### config.mk
export PLATFORM = sky130hd
export DESIGN_NAME = execute_stage_pipe
export DESIGN_NICKNAME = d
export VERILOG_FILES = /design/src/rtl/execute_stage_pipe.sv
export SDC_FILE = /design/constraint.sdc
export NUM_CORES = 2
export LEC_CHECK = 0
export CAP_MARGIN = 40
export CELL_PAD_IN_SITES_DETAIL_PLACEMENT = 1
export CELL_PAD_IN_SITES_GLOBAL_PLACEMENT = 2
export CORE_MARGIN = 2
export CORE_UTILIZATION = 42
export CTS_CLUSTER_SIZE = 25
export DETAILED_ROUTE_END_ITERATION = 8
export DONT_BUFFER_PORTS = 1
export PLACE_DENSITY = 0.95
export SKIP_LAST_GASP = 1
export SLEW_MARGIN = 20
export SYNTH_ARGS = -nofsm -noshare
export SYNTH_HDL_FRONTEND = slang
export SYNTH_SLANG_ARGS = --single-unit
export TNS_END_PERCENT = 50
### constraint.sdc
create_clock -name clk -period 16.9 [get_ports clk]
set_input_delay 2.535 -clock clk [delete_from_list [all_inputs] [get_ports clk]]
set_output_delay 2.535 -clock clk [all_outputs]
set_load 0.02 [all_outputs]
### src/rtl/execute_stage_pipe.sv
// execute_stage_pipe: registered execute stage with ALU, branch resolution and iterative shift-add multiplier.
module execute_stage_pipe #(
  parameter int XLEN    = 64,
  parameter int MUL_BPC = 4,
  parameter int RD_W    = 5
) (
  input  logic            clk,
  input  logic            rst_n,
  input  logic            flush,
  input  logic            in_valid,
  output logic            in_ready,
  input  logic [XLEN-1:0] in_pc,
  input  logic [1:0]      in_alu_op,
  input  logic            in_alu_src,
  input  logic            in_is_mul,
  input  logic            in_branch,
  input  logic [XLEN-1:0] in_rs1,
  input  logic [XLEN-1:0] in_rs2,
  input  logic [XLEN-1:0] in_imm,
  input  logic [2:0]      in_funct3,
  input  logic            in_funct7b5,
  input  logic [RD_W-1:0] in_rd,
  output logic            out_valid,
  input  logic            out_ready,
  output logic [XLEN-1:0] out_result,
  output logic            out_zero,
  output logic            out_taken,
  output logic [XLEN-1:0] out_pc_branch,
  output logic [RD_W-1:0] out_rd,
  output logic            busy
);
  localparam int SW = $clog2(XLEN);
  localparam int NIT = XLEN / MUL_BPC;
  localparam int CW = NIT > 1 ? $clog2(NIT) : 1;
  localparam logic IDLE = 1'b0;
  localparam logic MUL = 1'b1;

  logic            state;
  logic [XLEN-1:0] b, alu_res, pc_br, mcand, mplier, acc, step, acc_nxt, p_pc;
  logic [SW-1:0]   shamt;
  logic [CW-1:0]   cnt;
  logic [RD_W-1:0] p_rd;
  logic            eq, lt, ltu, taken, accept, start, done, p_taken;

  assign busy     = state == MUL;
  assign in_ready = state == IDLE && (!out_valid || out_ready) && !flush;
  assign accept   = in_valid && in_ready;
  assign start    = in_is_mul && in_alu_op == 2'b10;
  assign done     = cnt == CW'(NIT - 1);
  assign pc_br    = in_pc + (in_imm << 1);

  always_comb begin
    b = in_alu_src ? in_imm : in_rs2;
    shamt = b[SW-1:0];
    eq = in_rs1 == in_rs2;
    lt = $signed(in_rs1) < $signed(in_rs2);
    ltu = in_rs1 < in_rs2;
    taken = in_branch && (in_funct3 == 3'b000 ? eq :
                          in_funct3 == 3'b001 ? !eq :
                          in_funct3 == 3'b100 ? lt :
                          in_funct3 == 3'b101 ? !lt :
                          in_funct3 == 3'b110 ? ltu :
                          in_funct3 == 3'b111 ? !ltu : 1'b0);
    alu_res = in_rs1 + b;
    if (in_alu_op == 2'b01) alu_res = in_rs1 - in_rs2;
    else if (in_alu_op == 2'b10)
      case (in_funct3)
        3'b000:  alu_res = in_funct7b5 && !in_alu_src ? in_rs1 - b : in_rs1 + b;
        3'b001:  alu_res = in_rs1 << shamt;
        3'b010:  alu_res = {{(XLEN-1){1'b0}}, $signed(in_rs1) < $signed(b)};
        3'b011:  alu_res = {{(XLEN-1){1'b0}}, in_rs1 < b};
        3'b100:  alu_res = in_rs1 ^ b;
        3'b101:  alu_res = in_funct7b5 ? XLEN'($signed(in_rs1) >>> shamt) : in_rs1 >> shamt;
        3'b110:  alu_res = in_rs1 | b;
        default: alu_res = in_rs1 & b;
      endcase
  end

  // One radix-2^MUL_BPC digit of the multiplier per cycle
  always_comb begin
    step = '0;
    for (int i = 0; i < MUL_BPC; i++) step = step + (mplier[i] ? mcand << i : '0);
    acc_nxt = acc + step;
  end

  always_ff @(posedge clk or negedge rst_n) begin
    if (!rst_n) begin
      state <= IDLE;
      out_valid <= 1'b0;
      out_result <= '0;
      out_zero <= 1'b0;
      out_taken <= 1'b0;
      out_pc_branch <= '0;
      out_rd <= '0;
      mcand <= '0;
      mplier <= '0;
      acc <= '0;
      cnt <= '0;
      p_pc <= '0;
      p_rd <= '0;
      p_taken <= 1'b0;
    end else if (flush) begin
      state <= IDLE;
      out_valid <= 1'b0;
    end else if (state == MUL) begin
      acc <= acc_nxt;
      mcand <= mcand << MUL_BPC;
      mplier <= mplier >> MUL_BPC;
      cnt <= cnt + 1'b1;
      if (done) begin
        state <= IDLE;
        out_valid <= 1'b1;
        out_result <= acc_nxt;
        out_zero <= acc_nxt == '0;
        out_taken <= p_taken;
        out_pc_branch <= p_pc;
        out_rd <= p_rd;
      end
    end else if (accept && start) begin
      state <= MUL;
      out_valid <= 1'b0;
      mcand <= in_rs1;
      mplier <= in_rs2;
      acc <= '0;
      cnt <= '0;
      p_pc <= pc_br;
      p_rd <= in_rd;
      p_taken <= taken;
    end else if (accept) begin
      out_valid <= 1'b1;
      out_result <= alu_res;
      out_zero <= alu_res == '0;
      out_taken <= taken;
      out_pc_branch <= pc_br;
      out_rd <= in_rd;
    end else if (out_ready) begin
      out_valid <= 1'b0;
    end
  end
endmodule

==> reports/summary.txt <==
Status -> complete, but fails checks
Failing checks -> slew limit
Area leader, netlist -> dfrtp_1
Kind of critical path -> reg -> reg
IO buf count -> 0
Max Cap Viol -> 0
RSZ-0062 raised after global routing -> false
Worst slew pin tran -> 2.22 ns
CTS tree -> yes
Post-synth top area share -> 17.2%
Syn Area/Cell -> 7.50 um^2
Setup ws final -> 8.21 ns
Total CTS buffers -> 52
Post-synthesis sequential area ratio -> 17.2%
Fin Clk Skew -> 0.0263 ns
Lkg Pwr -> 0.0282 uW
Mapped Area -> 0.0587 mm^2
Post-synthesis mux area share -> 9.71%
Number of synthesized flops with an enable pin -> 0
Area growth syn-to-layout -> 6.96%
Crit path arrival time -> 9.30 ns
Wire length per cell -> 38.1 um
Post-synth ARST share -> 100%
Final Wtd Congestion -> 1.13
Pre-CTS setup slack -> 7.80 ns
DIE HEIGHT -> 378 um
Post-Synth Simple-Gate Area -> 19.1%
Largest net degree at the start of global routing -> 404
Vias per cell -> 6.99
Post-synthesis compound-gate area fraction -> 26.5%
Io pins -> 413
Top cells by count, synth -> 1,057 x nand2_1, 739 x o21ai_0, 727 x inv_1
Register bit total from synthesis -> 403
Post-route ant nets -> 0
Synth Area in Adders -> 15.6%
Total grt overflow -> 0
Initial antenna violation count -> 41
Worst VDD drop -> 0.173 mV
Required @ worst endpoint -> 17.51 ns
CTS Sinks -> 403
Overall power -> 8800 uW
Synth Warn # -> 0
Routed WL -> 363,000 um
Initial Utilization -> 42.2%
Fin nets -> 8,478
Final setup viols -> 0
Switching share of power -> 57.2%
Synth area leaders -> dfrtp_1 17%, ha_1 9.2%, nand2_1 6.8%, fa_1 6.4%, o21ai_0 6.3%
Post-layout min period -> 8.69 ns
Layout cells sized above 1 -> 6.62%
Rows -> 137
Part of the power in combinational logic -> 66.2%
Cell internal pwr -> 3770 uW
CP Capture Type -> flop
Core footprint -> 0.139 mm^2
Synth Flop Type -> dfrtp_1
Clock share of power -> 13.7%
Hold buffers post-CTS -> 0
Startpoint types -> flop
Tcrit/Tclk final -> 51.4%
Clock-pin slew on the worst setup and hold paths -> 0.07 ns
# fillers -> 17.1k
Vias in the first global route -> 65.6k
First-pass GRT wire length -> 505,000 um
Vias -> 66.5k
Area of the multi-input gates -> 0.0441 mm^2
DRC violations left -> 0
Worst-path fanout max -> 64
Psw -> 5030 uW
Slew Limit Fails -> 171
Unique masters post-synth -> 94
Largest family of logic cells by synthesized area -> compound AO/OA/AOI/OAI gates
Most common cell in the netlist -> nand2_1
Hold Startpoint -> p_rd[4]$_DFFE_PN0P_
H-tree lvl count -> 2
CTS Buffer Depth -> 3
Flop2flop setup slack -> 8.21 ns
Setup TNS -> 0 ns
PD cells -> 140 mW/mm^2
Die W -> 378 um
Setup crit start -> mplier[1]$_DFFE_PN0P_
Routed metal-1 wirelength -> 141,000 um
Die area -> 0.143 mm^2
Drt initial violations -> 8,436
Worst min-delay path class -> reg -> reg
Cells after synthesis -> 7,825
Worst reg2reg startpoint -> mplier[1]$_DFFE_PN0P_
Reg area -> 0.0101 mm^2
# Post-CTS Setup Buffers -> 0
Fmax -> 0.115 GHz
Syn nets -> 8,720
Hold Violations, Final -> 0
Sequential share of power -> 20.1%
Normalized max-slew margin -> -47.9%
Worst-Skew Late Latency -> 0.69 ns
Met3 WL -> 45,100 um
Post_cts resized -> 0
Post-Synth XOR/XNOR Area -> 3.88%
Max layer used -> met5
Metal2 WL -> 147,000 um
All-Layer GR Usage -> 49.4%
Clock root buffer -> clkbuf_16
Dpl hpwl -> 285,000 um
First-pass iteration count of the detailed router -> 8
==> layer usage <==
| metal | up-vias | track usage [%] |
|---|---|---|
| li1 | 27300 | - |
| met5 | - | 0 |
| met3 | 1207 | 17.8 |
| met2 | 4473 | 70.8 |
| met1 | 33500 | 61.8 |
| met4 | 34 | 33.4 |
==> kinds of logic after synthesis <==
group | count (synthesis)
adder cells (fa/ha/maj) | 620
AND/OR/NAND/NOR | 2439
AO/OA/AOI/OAI | 2433
buffers and inverters | 1231
multiplexers | 439
flip-flops | 403
XOR/XNOR | 260
==> stage by stage <==
step           util, %  std cells  cell area, um^2  hold WS, ns
2_1_floorplan        -       7825            58700        0.438
3_3_place_gp      43.4       9347            60400        0.449
3_5_place_dp      43.6       9382            60700        0.456
4_1_cts           44.9       9478            62500        0.480
5_1_grt           45.1       9504            62700        0.505
6_report          45.1       9522            62800        0.477
==> worst max-delay path, cell delays in order (launching register included) <==
cell and delay [ns]:
dfrtp_2 0.36, buf_4 0.60, nand2_1 0.20, fa_1 0.58, inv_1 0.06, fa_1 0.48
inv_1 0.06, fa_1 0.52, inv_1 0.06, ha_1 0.27, a211oi_1 0.39, o21bai_1 0.16
o31ai_1 0.60, o21ai_0 0.38, a211oi_1 0.34, buf_4 0.25, xor2_1 0.68, nand4_1 0.16
nor4b_1 0.71, and4_1 0.30, nand4_1 0.23, nor4b_1 0.54, nand4_1 0.18, a2bb2oi_1 0.23
o21ai_1 0.18
==> power groups by stage <==
stage | Clock (uW) | Sequential [uW] | Combinational (uW)
after global placement | 0 | 1750 | 5340
after detailed placement | 0 | 1770 | 5550
after CTS | 1210 | 1760 | 5610
after floorplan | 0 | 1600 | 3470
after global routing | 1240 | 1790 | 6220
final | 1200 | 1770 | 5820
==> cells in the final DEF (no fill, tap or decap), types with 47 or more instances in the layout <==
| cell | netlist | routed |
|---|---|---|
| o21bai_1 | 59 | 59 |
| mux2i_1 | 316 | 313 |
| buf_4 | 4 | 157 |
| ha_1 | 432 | 432 |
| xnor2_1 | 167 | 165 |
| and2_1 | 113 | 113 |
| a22oi_1 | 61 | 61 |
| nand2b_1 | 75 | 73 |
| nor4_1 | 57 | 55 |
| a21o_1 | 155 | 155 |
| a21oi_1 | 528 | 528 |
| nor2b_1 | 71 | 70 |
| o211ai_1 | 87 | 87 |
| and3_1 | 54 | 54 |
| o21ai_0 | 739 | 737 |
| o21a_1 | 101 | 101 |
| o31ai_1 | 61 | 61 |
| xor2_1 | 93 | 92 |
| dfrtp_1 | 403 | 399 |
| fa_1 | 188 | 188 |
| nand2_1 | 1057 | 1057 |
| nor2_1 | 488 | 474 |
| inv_1 | 727 | 724 |
| clkbuf_16 | 0 | 52 |
| a211oi_1 | 73 | 73 |
| o22ai_1 | 71 | 71 |
| nand3_1 | 192 | 190 |
| mux4_2 | 99 | 99 |
| nand4_1 | 71 | 71 |
| a31oi_1 | 79 | 79 |
| a221oi_1 | 47 | 47 |
| nor3_1 | 119 | 116 |
==> state kept, by name, summed over array words and instances (netlist names), 4 cells and up <==
register       cells
out_result        64
p_rd               5
mcand             64
mplier            64
out_pc_branch     64
out_rd             5
acc               64
cnt                4
p_pc              64
==> area by class of cell <==
cell class | instances | area share [%]
clock buffer | 71 | 2.36
multi-input combinational | 6191 | 70.3
timing repair buffer | 199 | 2.58
sequential | 403 | 16.1
antenna | 21 | 0.0837
tap | 1876 | 3.74
inverter | 736 | 4.41
clock inverter | 25 | 0.486
==> path summary, 6_finish.rpt <==
| path | depth (start not counted) | end |
|---|---|---|
| setup / recovery | 24 | out_zero$_DFFE_PN0P_ |
| min in group asynchronous | 0 | out_pc_branch[32]$_DFFE_PN0P_ |
| hold reg to reg | 2 | p_rd[4]$_DFFE_PN0P_ |
| setup reg to reg | 24 | out_zero$_DFFE_PN0P_ |
| max in group asynchronous | 0 | out_result[47]$_DFFE_PN0P_ |
| hold / removal | 2 | p_rd[4]$_DFFE_PN0P_ |
No activity file was read; power rests on OpenSTA's default activity.
